==> src/rtl/mips_ctrl_pkg.sv <==
// mips_ctrl_pkg
// Shared encodings for the multi-cycle MIPS-subset controller:
//   - state_e   : controller state, also exported on state_o for debug
//   - OP_*      : supported opcodes from IR[31:26]
//   - ALUOP_*   : ALUOp_o encodings consumed by ALU_Control
//   - PCSRC_*   : PCSource_o mux encodings
//   - SRCB_*    : ALUSrcB_o mux encodings
package mips_ctrl_pkg;

    typedef enum logic [3:0] {
        FETCH    = 4'd0,
        DECODE   = 4'd1,
        EXEC_R   = 4'd2,
        WB_R     = 4'd3,
        EXEC_I   = 4'd4,
        WB_I     = 4'd5,
        MEM_ADDR = 4'd6,
        MEM_RD   = 4'd7,
        WB_MEM   = 4'd8,
        MEM_WR   = 4'd9,
        BRANCH   = 4'd10,
        JUMP     = 4'd11,
        ERROR    = 4'd12
    } state_e;

    localparam logic [5:0] OP_RTYPE = 6'b000000;
    localparam logic [5:0] OP_ADDI  = 6'b001000;
    localparam logic [5:0] OP_LW    = 6'b100011;
    localparam logic [5:0] OP_SW    = 6'b101011;
    localparam logic [5:0] OP_BEQ   = 6'b000100;
    localparam logic [5:0] OP_J     = 6'b000010;

    localparam logic [1:0] ALUOP_ADD   = 2'b00;
    localparam logic [1:0] ALUOP_SUB   = 2'b01;
    localparam logic [1:0] ALUOP_FUNCT = 2'b11;

    localparam logic [1:0] PCSRC_ALU    = 2'b00;
    localparam logic [1:0] PCSRC_ALUOUT = 2'b01;
    localparam logic [1:0] PCSRC_JUMP   = 2'b10;

    localparam logic [1:0] SRCB_RT      = 2'b00;
    localparam logic [1:0] SRCB_FOUR    = 2'b01;
    localparam logic [1:0] SRCB_IMM     = 2'b10;
    localparam logic [1:0] SRCB_IMM_SH2 = 2'b11;

    // States that hold a memory request open until ack (or timeout).
    function automatic logic is_mem_state(input state_e s);
        return (s == FETCH) || (s == MEM_RD) || (s == MEM_WR);
    endfunction

endpackage

==> src/rtl/mem_wait_timer.sv <==
// mem_wait_timer
// Counts wait cycles of a req/ack memory handshake and flags a timeout.
// Ports:
//   clk_i     : clock, rising edge
//   rst_i     : synchronous active-low reset
//   req_i     : a request is outstanding this cycle
//   ack_i     : memory completes the access this cycle
//   expire_o  : this req cycle without ack is the LIMIT-th consecutive one
module mem_wait_timer #(
    parameter int LIMIT = 16,
    parameter int CNT_W = 5
) (
    input  logic clk_i,
    input  logic rst_i,
    input  logic req_i,
    input  logic ack_i,
    output logic expire_o
);

    logic [CNT_W-1:0] cnt_q;
    logic [CNT_W-1:0] cnt_d;
    logic             stall;

    assign stall = req_i && !ack_i;

    // The counter holds the number of stalled cycles already seen, so the
    // LIMIT-th stall is detected while the count still reads LIMIT-1. An ack
    // in that same cycle suppresses stall, which lets the ack win the race.
    assign expire_o = stall && (cnt_q == CNT_W'(LIMIT - 1));

    // Dropping req (leaving the waiting state) or an ack restarts the count.
    always_comb begin
        cnt_d = cnt_q;
        if (!req_i || ack_i) begin
            cnt_d = '0;
        end else begin
            cnt_d = cnt_q + CNT_W'(1);
        end
    end

    // Counter register.
    always_ff @(posedge clk_i) begin
        if (!rst_i) begin
            cnt_q <= '0;
        end else begin
            cnt_q <= cnt_d;
        end
    end

endmodule

==> src/rtl/mc_control.sv <==
// mc_control
// Multi-cycle main controller for the MIPS-subset CPU. Sequences each
// instruction through fetch/decode/execute/memory/writeback over a shared ALU
// and a single unified memory port with a req/ack handshake and timeout.
// Ports:
//   clk_i, rst_i        : clock, synchronous active-low reset
//   Op_i                : opcode from IR[31:26]
//   mem_ack_i           : memory completes current access
//   mem_req_o, MemRead_o, MemWrite_o, IorD_o : memory port controls
//   IRWrite_o, PCWrite_o, PCWriteCond_o, PCSource_o : IR / PC controls
//   ALUOp_o, ALUSrcA_o, ALUSrcB_o : ALU controls
//   RegDst_o, MemtoReg_o, RegWrite_o : register file controls
//   illegal_o           : one-cycle pulse on unsupported opcode
//   err_o               : sticky memory-timeout error
//   state_o             : current state, debug
module mc_control
    import mips_ctrl_pkg::*;
#(
    parameter int MEM_TIMEOUT = 16,
    parameter int CNT_W       = 5
) (
    input  logic       clk_i,
    input  logic       rst_i,
    input  logic [5:0] Op_i,
    input  logic       mem_ack_i,
    output logic       mem_req_o,
    output logic       MemRead_o,
    output logic       MemWrite_o,
    output logic       IorD_o,
    output logic       IRWrite_o,
    output logic       PCWrite_o,
    output logic       PCWriteCond_o,
    output logic [1:0] PCSource_o,
    output logic [1:0] ALUOp_o,
    output logic       ALUSrcA_o,
    output logic [1:0] ALUSrcB_o,
    output logic       RegDst_o,
    output logic       MemtoReg_o,
    output logic       RegWrite_o,
    output logic       illegal_o,
    output logic       err_o,
    output logic [3:0] state_o
);

    state_e state_q;
    state_e state_d;
    logic   waiting;
    logic   expire;

    // Derived from state only (not from mem_req_o) to keep the timer free of
    // a combinational loop back through the decode block.
    assign waiting = rst_i && is_mem_state(state_q);

    mem_wait_timer #(
        .LIMIT (MEM_TIMEOUT),
        .CNT_W (CNT_W)
    ) u_timer (
        .clk_i    (clk_i),
        .rst_i    (rst_i),
        .req_i    (waiting),
        .ack_i    (mem_ack_i),
        .expire_o (expire)
    );

    // State register; reset wins even in the middle of a memory access.
    always_ff @(posedge clk_i) begin
        if (!rst_i) begin
            state_q <= FETCH;
        end else begin
            state_q <= state_d;
        end
    end

    // Next-state and output decode. Everything is Moore from state_q except
    // the FETCH ack strobes and the DECODE illegal pulse. While rst_i is low
    // the whole decode is skipped so every output reads 0.
    always_comb begin
        state_d       = state_q;
        mem_req_o     = 1'b0;
        MemRead_o     = 1'b0;
        MemWrite_o    = 1'b0;
        IorD_o        = 1'b0;
        IRWrite_o     = 1'b0;
        PCWrite_o     = 1'b0;
        PCWriteCond_o = 1'b0;
        PCSource_o    = PCSRC_ALU;
        ALUOp_o       = ALUOP_ADD;
        ALUSrcA_o     = 1'b0;
        ALUSrcB_o     = SRCB_RT;
        RegDst_o      = 1'b0;
        MemtoReg_o    = 1'b0;
        RegWrite_o    = 1'b0;
        illegal_o     = 1'b0;
        err_o         = 1'b0;
        state_o       = 4'd0;
        if (rst_i) begin
            state_o = state_q;
            case (state_q)
                FETCH: begin
                    mem_req_o = 1'b1;
                    MemRead_o = 1'b1;
                    ALUSrcB_o = SRCB_FOUR;
                    if (mem_ack_i) begin
                        IRWrite_o = 1'b1;
                        PCWrite_o = 1'b1;
                        state_d   = DECODE;
                    end else if (expire) begin
                        state_d = ERROR;
                    end
                end
                DECODE: begin
                    ALUSrcB_o = SRCB_IMM_SH2;
                    case (Op_i)
                        OP_RTYPE: state_d = EXEC_R;
                        OP_ADDI:  state_d = EXEC_I;
                        OP_LW,
                        OP_SW:    state_d = MEM_ADDR;
                        OP_BEQ:   state_d = BRANCH;
                        OP_J:     state_d = JUMP;
                        default: begin
                            illegal_o = 1'b1;
                            state_d   = FETCH;
                        end
                    endcase
                end
                EXEC_R: begin
                    ALUSrcA_o = 1'b1;
                    ALUSrcB_o = SRCB_RT;
                    ALUOp_o   = ALUOP_FUNCT;
                    state_d   = WB_R;
                end
                WB_R: begin
                    RegDst_o   = 1'b1;
                    RegWrite_o = 1'b1;
                    state_d    = FETCH;
                end
                EXEC_I: begin
                    ALUSrcA_o = 1'b1;
                    ALUSrcB_o = SRCB_IMM;
                    state_d   = WB_I;
                end
                WB_I: begin
                    RegWrite_o = 1'b1;
                    state_d    = FETCH;
                end
                MEM_ADDR: begin
                    ALUSrcA_o = 1'b1;
                    ALUSrcB_o = SRCB_IMM;
                    state_d   = (Op_i == OP_LW) ? MEM_RD : MEM_WR;
                end
                MEM_RD: begin
                    mem_req_o = 1'b1;
                    MemRead_o = 1'b1;
                    IorD_o    = 1'b1;
                    if (mem_ack_i) begin
                        state_d = WB_MEM;
                    end else if (expire) begin
                        state_d = ERROR;
                    end
                end
                WB_MEM: begin
                    MemtoReg_o = 1'b1;
                    RegWrite_o = 1'b1;
                    state_d    = FETCH;
                end
                MEM_WR: begin
                    mem_req_o  = 1'b1;
                    MemWrite_o = 1'b1;
                    IorD_o     = 1'b1;
                    if (mem_ack_i) begin
                        state_d = FETCH;
                    end else if (expire) begin
                        state_d = ERROR;
                    end
                end
                BRANCH: begin
                    ALUSrcA_o     = 1'b1;
                    ALUSrcB_o     = SRCB_RT;
                    ALUOp_o       = ALUOP_SUB;
                    PCWriteCond_o = 1'b1;
                    PCSource_o    = PCSRC_ALUOUT;
                    state_d       = FETCH;
                end
                JUMP: begin
                    PCWrite_o  = 1'b1;
                    PCSource_o = PCSRC_JUMP;
                    state_d    = FETCH;
                end
                ERROR: begin
                    err_o = 1'b1;
                end
                default: begin
                    state_d = FETCH;
                end
            endcase
        end
    end

endmodule

==> config.mk <==
export PLATFORM = sky130hd
export DESIGN_NAME = mc_control
export DESIGN_NICKNAME = d
export VERILOG_FILES = /design/src/rtl/mips_ctrl_pkg.sv /design/src/rtl/mem_wait_timer.sv /design/src/rtl/mc_control.sv
export SDC_FILE = /design/constraint.sdc
export NUM_CORES = 1
export LEC_CHECK = 0
export BUFFER_PORTS_ARGS = -buffer_cell sky130_fd_sc_hd__buf_2
export CAP_MARGIN = 5
export CORE_AREA = 5 5 66 50
export DETAILED_ROUTE_END_ITERATION = 8
export DIE_AREA = 0 0 71 55
export PLACE_DENSITY = 0.65
export SKIP_LAST_GASP = 1
export SYNTH_ARGS = -nofsm -noshare
export SYNTH_HDL_FRONTEND = slang
export SYNTH_SLANG_ARGS = --single-unit
export TNS_END_PERCENT = 5
==> constraint.sdc <==
create_clock -name clk_i -period 2.9 [get_ports clk_i]
set_input_delay 0.435 -clock clk_i [delete_from_list [all_inputs] [get_ports clk_i]]
set_output_delay 0.435 -clock clk_i [all_outputs]
set_load 0.05 [all_outputs]
==> results.txt, run 1 <==
Clk slew on worst S/H paths: 0.04 ns
Clk_skew: 0.00335 ns
Synth Warn #: 0
Mean Syn Cell Area: 7.11 sq um
Crit end category: output pin
Commonest non-fill, non-tap cell in the layout: buf_2
Design area: 1070 sq um
Worst skew pair latency: 0.23 ns
Min-Delay Path Class: flop to flop
GP Congestion: 0.826
TritonCTS buffer count: 3
Slew Viols, Final: 0
Number of global-route vias before repair: 928
Row Count: 16
Final net count: 160
Area after DPL: 1020 sq um
Sequential area share after synthesis: 0.206
Fin. Hold Viols: 0
I/O Buffers: 31
Peak VDD IR: 0.000213 V
Yosys reg bits: 9
Initial antenna violation count: 0
Status: complete, no violations
Required @ worst endpoint: 2.47 ns
Area growth, synth to finish: 22.3%
Post-CTS Hold Fix Bufs: 0
Gr usage total: 0.129
Final setup vio count: 0
I/O pins: 32
Ant. Diodes: 0
Post-Syn Nets: 134
Post-CTS Setup Repair Bufs: 0
Post-Syn Instances: 123
Min Tclk post-route: 2.37 ns
Vias per cell: 5.37
MaxCap Viol Count: 0
Slew headroom: 0.560
Worst Path Arrival: 1.94 ns
Least-Margin Pin Slew: 0.660 ns
Ys async rst share: 0
CTS HTree Levels: 1
Setup crit start kind: flop
Worst setup path category: flop to output pin
Share of cells above drive strength 1: 0.270
Routed vias: 988
Pwr dens: 361 nW/um^2
CTS Sinks: 9
Avg WL per Cell: 12.8 um
Initial Utilization: 0.331
Post-CTS sizing: 0
Synth Flop Type: dfxtp_1
First-pass GRT wire length: 4110 um
Largest net degree at the start of global routing: 23
Post-synth EDFFs: 0
CP Max Fanout: 22
Hpwl dp: 1830 um
Die height: 55 um
Commonest non-fill, non-tap cells in the layout: buf_2, nor2_1, dfxtp_1
Hold WS: 0.446 ns
Die area: 3910 sq um
Core box area: 2640 sq um
Final period util: 0.817
Die X: 71 um
CTS tree: yes
Antenna Nets Post-Route: 0
DRT iter0 DRCs: 81
Drc violations: 0
Inst Count DP: 180
Drt first pass iters: 4
Global route overflow: 0
Post-Syn Area: 875 sq um
Yosys cell types: 44
LEAKAGE: 0.000457 uW
Root Buffer: clkbuf_8
Final wirelength: 2350 um
Fmax: 422 MHz
CTS max path bufs: 2
Final std cells w/o fill: 184
Tot Pwr: 386 uW
Unrepaired setup endpoints after global routing: no
-- area by class of cell --
| type | instances | area (sq um) |
|---|---|---|
| Fill cell | 290 | 1570 |
| Multi-Input combinational cell | 99 | 626 |
| Sequential cell | 9 | 180 |
| Timing Repair Buffer | 31 | 155 |
| Clock buffer | 4 | 45.0 |
| Tap cell | 36 | 45.0 |
| Inverter | 5 | 18.8 |
-- report_power, final --
| part | internal, uW | switching [uW] |
|---|---|---|
| registers | 128 | 11.4 |
| logic | 32.2 | 75.6 |
| clock network | 95.2 | 43.4 |
| total | 255 | 130 |
-- worst max-delay path: stages (launching register included) --
cell	delay [ns]
dfxtp_1	0.73
nor2b_1	0.33
mux2i_1	0.12
o22a_1	0.19
nor2_1	0.07
buf_2	0.26
-- registers in the layout (all words and copies together) (netlist names) --
signal	count
state_q	4
u_timer.cnt_q	5
-- synthesized netlist by cell type (all sizes together) (2+ instances only) --
cell / number / area, sq um
or2: 3 / 18.8
nand2b: 6 / 37.5
nor2b: 2 / 12.5
ha: 2 / 25.0
inv: 5 / 18.8
clkbuf: 5 / 20.0
a31o: 2 / 17.5
and2: 8 / 50.1
nand2: 5 / 18.8
nor2: 18 / 67.6
buf: 5 / 36.3
nor4: 5 / 31.3
nand3: 4 / 20.0
mux2i: 2 / 20.0
o211ai: 2 / 15.0
a211oi: 2 / 15.0
nor3: 4 / 20.0
nor4b: 2 / 17.5
and3: 2 / 12.5
o21ai: 5 / 25.0
a21oi: 7 / 38.8
a32oi: 2 / 17.5
xor2: 2 / 17.5
dfxtp: 9 / 180
-- path summary, 6_finish.rpt --
path	from	to	slack, ns	depth (start not counted)
worst min register to register	u_timer.cnt_q[0]	u_timer.cnt_q[0]	0.45	1
worst max register to register	u_timer.cnt_q[0]	state_q[1]	1.16	7
worst max-delay path	state_q[0]	RegWrite_o	0.53	5
worst min-delay path	u_timer.cnt_q[0]	u_timer.cnt_q[0]	0.45	1
-- metrics by stage --
stage,util,TNS [ns],setup WS [ns]
2_1_floorplan,-,-0.297,-0.297
4_1_cts,0.405,0,0.545
3_5_place_dp,0.388,0,0.802
3_3_place_gp,0.388,0,0.842
5_1_grt,0.405,0,0.402
6_report,0.405,0,0.529
-- cells by family (layout without fill, tap and decap cells) --
group                      count (synthesis)  after routing  synth area share
and+or+nand+nor                           62             62             0.376
adders and majority gates                  2              2            0.0286
buffers and inverters                     15             40            0.0858
AOI/OAI and AO/OA                         30             30             0.250
DFF                                        9              9             0.206
muxes                                      2              2            0.0229
xor gates and xnor gates                   3              3            0.0300
-- layer usage --
layer,routed length (um),vias up,share of wire,global-route usage
met2,1070,34,0.46,0.217
met1,1070,456,0.46,0.162
li1,-,494,-,-
met3,189,4,0.080,0.0307
met5,0,-,0,0
met4,19,0,0.0081,0.0531
Power figures use the tool's default switching activity.
==> run 2: changes to the inputs <==
Settings changed: PLACE_DENSITY 0.65 to 0.67.
Clock period 2.9 ns to 2.1 ns, I/O delays scaled along.
==> run 2 against run 1 <==
Clock power is 37% higher. Combinational power grew 60%. Cell area up 7.5%. Die area did not move. Total power grew 41%. Critical path type unchanged. Largest cell class unchanged. First-iteration DRC count rose by 11%. Highest routed layer is now met3. Global-route usage fell by 0.36 points. Clock-buffer cell count unchanged. Flip-flop and latch count is the same.
==> results.txt, run 2 (synthesized netlist as in run 1, its figures left out) <==
Required @ worst endpoint: 1.78 ns (-0.69 ns)
Avg WL per Cell: 12.8 um (+0.29%)
Least-Margin Pin Slew: 0.486 ns (-0.174 ns)
Area after DPL: 1100 sq um (+7.6%)
Inst Count DP: 185 (+2.8%)
CP Max Fanout: 8 (-64%)
MaxCap Viol Count: 0 (unchanged)
Slew Viols, Final: 0 (unchanged)
Flop2flop setup slack: 0.37 ns (-0.79 ns)
CTS Sinks: 9 (unchanged)
Area growth, synth to finish: 31.5%
Max FFs per register: 5 (unchanged)
CTS max path bufs: 2 (unchanged)
CTS tree: yes
CP cell instances: or2_1, nor2_4, nand2_1, a211oi_4, buf_2
Final wirelength: 2420 um (+3.0%)
Worst reg2reg startpoint: u_timer.cnt_q[0]
Peak VDD IR: 0.000366 V (+72%)
I/O Buffers: 31 (unchanged)
Die height: 55 um (unchanged)
Fmax: 508 MHz
Worst setup path category: flop to output pin
Worst Path Arrival: 1.65 ns (-0.29 ns)
Delay-heaviest family, CP: simple AND/OR/NAND/NOR gates
Post-route setup TNS: 0 ns (unchanged)
Initial Utilization: 0.331 (unchanged)
Number of global-route vias before repair: 969 (+4.4%)
Fin. Hold Viols: 0 (unchanged)
Design area: 1150 sq um (+7.5%)
Drt first pass iters: 4 (unchanged)
LEAKAGE: 0.000489 uW (+7.0%)
Status: complete, no violations
Final setup vio count: 0 (unchanged)
Worst path depth: 5 (unchanged)
Global route overflow: 0 (unchanged)
GP Congestion: 0.836 (+1.2%)
Die X: 71 um (unchanged)
Top reg by flops: u_timer.cnt_q
Routed vias: 991 (+0.30%)
Post-CTS sizing: 0 (unchanged)
Hpwl dp: 1950 um (+6.5%)
Vias per cell: 5.24 (-2.3%)
CP Capture Point: illegal_o
Share of cells above drive strength 1: 0.333 (+0.0631)
Clk_skew: 0.00330 ns (-0.0000406 ns)
Post-CTS Hold Fix Bufs: 0 (unchanged)
Unrepaired setup endpoints after global routing: yes
Core box area: 2640 sq um (unchanged)
Root Buffer: clkbuf_8
Reg2reg end: state_q[1]
Post-CTS Setup Repair Bufs: 0 (unchanged)
Row Count: 16 (unchanged)
Setup crit start kind: flop
Ant. Diodes: 0 (unchanged)
Antenna Nets Post-Route: 0 (unchanged)
Slew headroom: 0.673 (+0.113)
Critical Path Start: state_q[1]
Final net count: 165 (+3.1%)
Pre-CTS WS: 0.265 ns (-0.537 ns)
Min-Delay Path Class: flop to flop
Commonest non-fill, non-tap cell in the layout: buf_2
Worst skew pair latency: 0.22 ns (about the same)
CTS HTree Levels: 1 (unchanged)
Drc violations: 0 (unchanged)
Worst r2r path cells: 7 (unchanged)
Min Tclk post-route: 1.97 ns
Gr usage total: 0.126 (-0.00355)
Final period util: 0.937
I/O pins: 32 (unchanged)
Crit end category: output pin
Largest net degree at the start of global routing: 18 (-22%)
Crit path buffers/inverters: 1 (unchanged)
First-pass GRT wire length: 3960 um (-3.7%)
Initial antenna violation count: 0 (unchanged)
Registers with the most flip-flops: u_timer.cnt_q (5), state_q (4)
Final setup margin: 0.132 ns (-0.397 ns)
TritonCTS buffer count: 3 (unchanged)
Clk slew on worst S/H paths: 0.04 ns (about the same)
DRT iter0 DRCs: 90 (+11%)
Final std cells w/o fill: 189 (+2.7%)
Die area: 3910 sq um (unchanged)
Pwr dens: 473 nW/um^2 (+31%)
Commonest non-fill, non-tap cells in the layout: buf_2, nor2_1, dfxtp_1
Slowest cell delay on critical path: 0.38 ns (-0.35 ns)
Slowest cell on crit path: or2_1
## run 2: cell count changes in the layout (fill, tap and decap cells not counted), sizes merged
cell,delta
buf,+5
## run 2: layout make-up
| type | count | area [sq um] |
|---|---|---|
| clock buffers | 4 | 45.0 |
| fillers | 278 | 1490 |
| inverters | 5 | 18.8 |
| multi-input cells | 99 | 668 |
| flip-flops and latches | 9 | 180 |
| well taps | 36 | 45.0 |
| repair buffers | 36 | 193 |
## run 2: stage by stage
stage                util  total power [uW]  hold WS (ns)
detailed placement  0.417               355         0.441
finish              0.435               544         0.446
CTS                 0.434               549         0.455
global route        0.435               575         0.473
global placement    0.417               353         0.430
floorplan               -               315         0.418
## run 2: worst register-to-register path: cells and delay by family (launching register included)
kind                     cells  cell delay (ns)
AND/OR/NAND/NOR              1             0.19
adder cells (fa/ha/maj)      2             0.45
flip-flops                   1             0.32
AO/OA/AOI/OAI                3             0.59
buffers and inverters        1             0.08
## run 2: where the power goes
part / switching, uW / internal [uW] / leakage [uW] / total (uW)
combinational: 121 / 51.9 / 0.000394 / 173
sequential: 4.86 / 177 / 0.0000730 / 182
clock: 58.1 / 131 / 0.0000228 / 190
total: 184 / 360 / 0.000489 / 544
## run 2: worst min-delay path by stage
stage | slack [ns] | depth (start not counted) | from | endpoint
after global placement | 0.43 | 1 | u_timer.cnt_q[0] | u_timer.cnt_q[0]
after CTS | 0.46 | 1 | u_timer.cnt_q[0] | u_timer.cnt_q[0]
after floorplan | 0.42 | 1 | u_timer.cnt_q[0] | u_timer.cnt_q[0]
after global routing | 0.47 | 1 | u_timer.cnt_q[0] | u_timer.cnt_q[0]
final | 0.45 | 1 | u_timer.cnt_q[0] | u_timer.cnt_q[0]
after detailed placement | 0.44 | 1 | u_timer.cnt_q[0] | u_timer.cnt_q[0]
## run 2: routing by layer
metal	track usage	up-vias	routed length, um
met5	0	-	0
met4	0.0406	0	0
met3	0.0325	0	188
met2	0.231	34	1150
met1	0.146	456	1090
li1	-	501	-
==> run 3: changes to the inputs <==
Settings changed: CAP_MARGIN 5 to 15, CORE_AREA 5 5 66 50 to 5 5 64 49, DIE_AREA 0 0 71 55 to 0 0 69 54, SYNTH_HIERARCHICAL set to 1.
==> run 3 against run 2 <==
Area after synthesis is 7.0% lower. Non-clock buffer count is 14 higher. Largest power group is now sequential cells. Synthesized cell count is 4.9% lower. Cell area is 8.8% higher. Maximum frequency is 4.0% lower. Total power is 14% lower.
==> results.txt, run 3 <==
Setup crit start kind: flop
Synth Flop Type: dfxtp_1
CP cell instances: and3_4, nor2_4, nor2_4, or2_4, and3b_2, nor2_4, buf_4, nand2_1, o21ai_1, nor3_1, or3_1
Initial antenna violation count: 0 (unchanged)
Most numerous cell in the Yosys netlist: nor2_1
Post-Syn Instances: 117 (-4.9%)
Largest net degree at the start of global routing: 14 (-4)
Fmax: 488 MHz (-4.0%)
Slowest cell delay on critical path: 0.35 ns (-0.03 ns)
Antenna Nets Post-Route: 0 (unchanged)
Hpwl dp: 1950 um (about the same)
Core box area: 2560 sq um (-3.0%)
Flop2flop setup slack: 0.05 ns (-0.32 ns)
Hold Startpoint: rst_i
Sequential area share after synthesis: 0.222 (+0.0155)
CTS Sinks: 9 (unchanged)
Fillers: 269 (-3.2%)
Worst skew pair latency: 0.26 ns (+0.04 ns)
Hold path endpoint: u_timer/cnt_q[3]
Slew Viols, Final: 0 (unchanged)
MaxCap Viol Count: 0 (unchanged)
Yosys reg bits: 9 (unchanged)
Drt first pass iters: 4 (unchanged)
Gr usage total: 0.133 (+0.00752)
Final period util: 0.977 (+0.0394)
Global route overflow: 0 (unchanged)
Ys async rst share: 0 (unchanged)
Min-Delay Path Class: input port to flop
TritonCTS buffer count: 3 (unchanged)
Final core occ: 0.488 (+0.0531)
Number of global-route vias before repair: 928 (-4.2%)
Fin. Hold Viols: 0 (unchanged)
Area growth, synth to finish: 53.8%
Pre-CTS WS: -0.0528 ns (-0.318 ns)
Share of the synthesized area in the top cell type: 0.222 (+0.0155)
Most frequent CP cell: nor2_4
Worst r2r path cells: 11 (+4)
Final setup margin: 0.0493 ns (-0.0827 ns)
Sequential Area: 186 sq um (+3.5%)
GP Congestion: 0.889 (+6.4%)
Worst Path Arrival: 2.19 ns (+0.54 ns)
Die area: 3730 sq um (-4.6%)
Final wirelength: 2440 um (+0.62%)
Clk slew on worst S/H paths: 0.06 ns (+0.02 ns)
Commonest non-fill, non-tap cell in the layout: buf_2
Status: complete, no violations
Routed vias: 1010 (+1.9%)
CTS max path bufs: 2 (unchanged)
Post-route setup TNS: 0 ns (unchanged)
Design area: 1250 sq um (+8.8%)
Post-Syn Area: 813 sq um (-7.0%)
LEAKAGE: 0.000572 uW (+17%)
Slowest cell on crit path: dfxtp_2
Synth area leaders: dfxtp_1, nor3_1, nor2_1, nand2_1, a21oi_1
Worst setup path category: flop to flop
Vias per cell: 5.05 (-3.7%)
Post-synth EDFFs: 0 (unchanged)
Row Count: 16 (unchanged)
Ant. Diodes: 0 (unchanged)
First-pass GRT wire length: 4100 um (+3.5%)
Commonest non-fill, non-tap cells in the layout: buf_2, buf_4, nand2_1
Mean Syn Cell Area: 6.95 sq um (-2.2%)
Unrepaired setup endpoints after global routing: yes
Share of cells above drive strength 1: 0.463 (+0.130)
CTS tree: yes
Die X: 69 um (-2.8%)
Post-CTS Hold Fix Bufs: 0 (unchanged)
Synth cell count leaders: nor2_1, nand2_1, dfxtp_1, nor3_1, a21oi_1
Synth Warn #: 6 (+6)
I/O Buffers: 31 (unchanged)
DRT iter0 DRCs: 43 (-52%)
CP Max Fanout: 4 (-4)
Initial Utilization: 0.317 (-0.0136)
Area of the multi-input gates: 666 sq um (-0.37%)
Reg2reg end: state_q[3]
Avg WL per Cell: 12.2 um (-4.9%)
Registers with the most flip-flops: u_timer/cnt_q (5), state_q (4)
Required @ worst endpoint: 2.24 ns (+0.46 ns)
Pwr dens: 372 nW/um^2 (-21%)
Worst reg2reg startpoint: state_q[2]
Cell accounting for the most synthesized area: dfxtp_1
Min Tclk post-route: 2.05 ns (+0.0827 ns)
Hold path cells: 3 (+2)
Yosys cell types: 43 (-2.3%)
Top reg by flops: u_timer/cnt_q
Clk_skew: 0.00201 ns (-0.00129 ns)
Max FFs per register: 5 (unchanged)
CTS HTree Levels: 1 (unchanged)
Peak VDD IR: 0.000168 V (-54%)
Crit end category: flop
Final net count: 176 (+6.7%)
Die height: 54 um (-1.8%)
Least-Margin Pin Slew: 0.514 ns (+0.0279 ns)
Post-Syn Nets: 128 (-4.5%)
Final setup vio count: 0 (unchanged)
Slew headroom: 0.655 (-0.0178)
I/O pins: 32 (unchanged)
Area after DPL: 1140 sq um (+3.6%)
Drc violations: 0 (unchanged)
Root Buffer: clkbuf_4
==> run 3: per-layer routing <==
layer  up-vias  share of wire  GRT usage
met5         -              0          0
met4         0         0.0090     0.0390
met3         3          0.052     0.0243
met2        28           0.46      0.231
met1       468           0.48      0.171
li1        511              -          -
==> run 3: kinds of logic (layout without fill, tap and decap cells) <==
logic type / after synthesis / count (layout) / synth area share
adder cells (fa/ha/maj): 2 / 2 / 0.0308
AO/OA/AOI/OAI: 25 / 25 / 0.197
flip-flops: 9 / 9 / 0.222
buffers and inverters: 13 / 60 / 0.0677
multiplexers: 1 / 1 / 0.0123
AND/OR/NAND/NOR: 64 / 64 / 0.438
XOR/XNOR: 3 / 3 / 0.0323
==> run 3: how the worst max path moves through the flow <==
stage                     from         end
floorplan           state_q[1]  state_q[1]
global placement    state_q[1]  state_q[1]
detailed placement  state_q[1]  state_q[1]
CTS                 state_q[0]  state_q[1]
global route        state_q[2]  state_q[3]
finish              state_q[2]  state_q[3]
==> run 3: layout make-up <==
class,instances,area share
Tap cell,36,0.0360
Clock buffer,4,0.0210
Inverter,6,0.0180
Multi-Input combinational cell,95,0.532
Sequential cell,9,0.149
Timing Repair Buffer,50,0.244
==> run 3: through the flow <==
stage / total power (uW) / hold slack (ns) / cells
floorplan: 270 / 0.418 / 117
global placement: 321 / 0.431 / 194
detailed placement: 323 / 0.474 / 194
CTS: 458 / 0.383 / 198
global route: 494 / 0.401 / 200
finish: 466 / 0.388 / 200
==> run 3: repair_timing <==
action / CTS / global route
gates cloned: 0 / 0
gates resized for setup: 3 / 19
setup endpoints to repair: 3 / 7
pin swaps: 1 / 6
setup buffers: 0 / 2
==> run 3: report_power, final <==
group | total (uW) | internal, uW | leakage [uW] | switching [uW]
registers | 177 | 173 | 0.0000745 | 3.28
logic | 156 | 57.9 | 0.000482 | 98.4
clock network | 133 | 73.2 | 0.0000150 | 59.8
==> run 3: critical path: cells and delay by family, from the launching register on <==
kind,cells,cell delay [ns]
compound gates,1,0.07
buf+inv,1,0.11
flops,1,0.35
simple gates,9,1.40
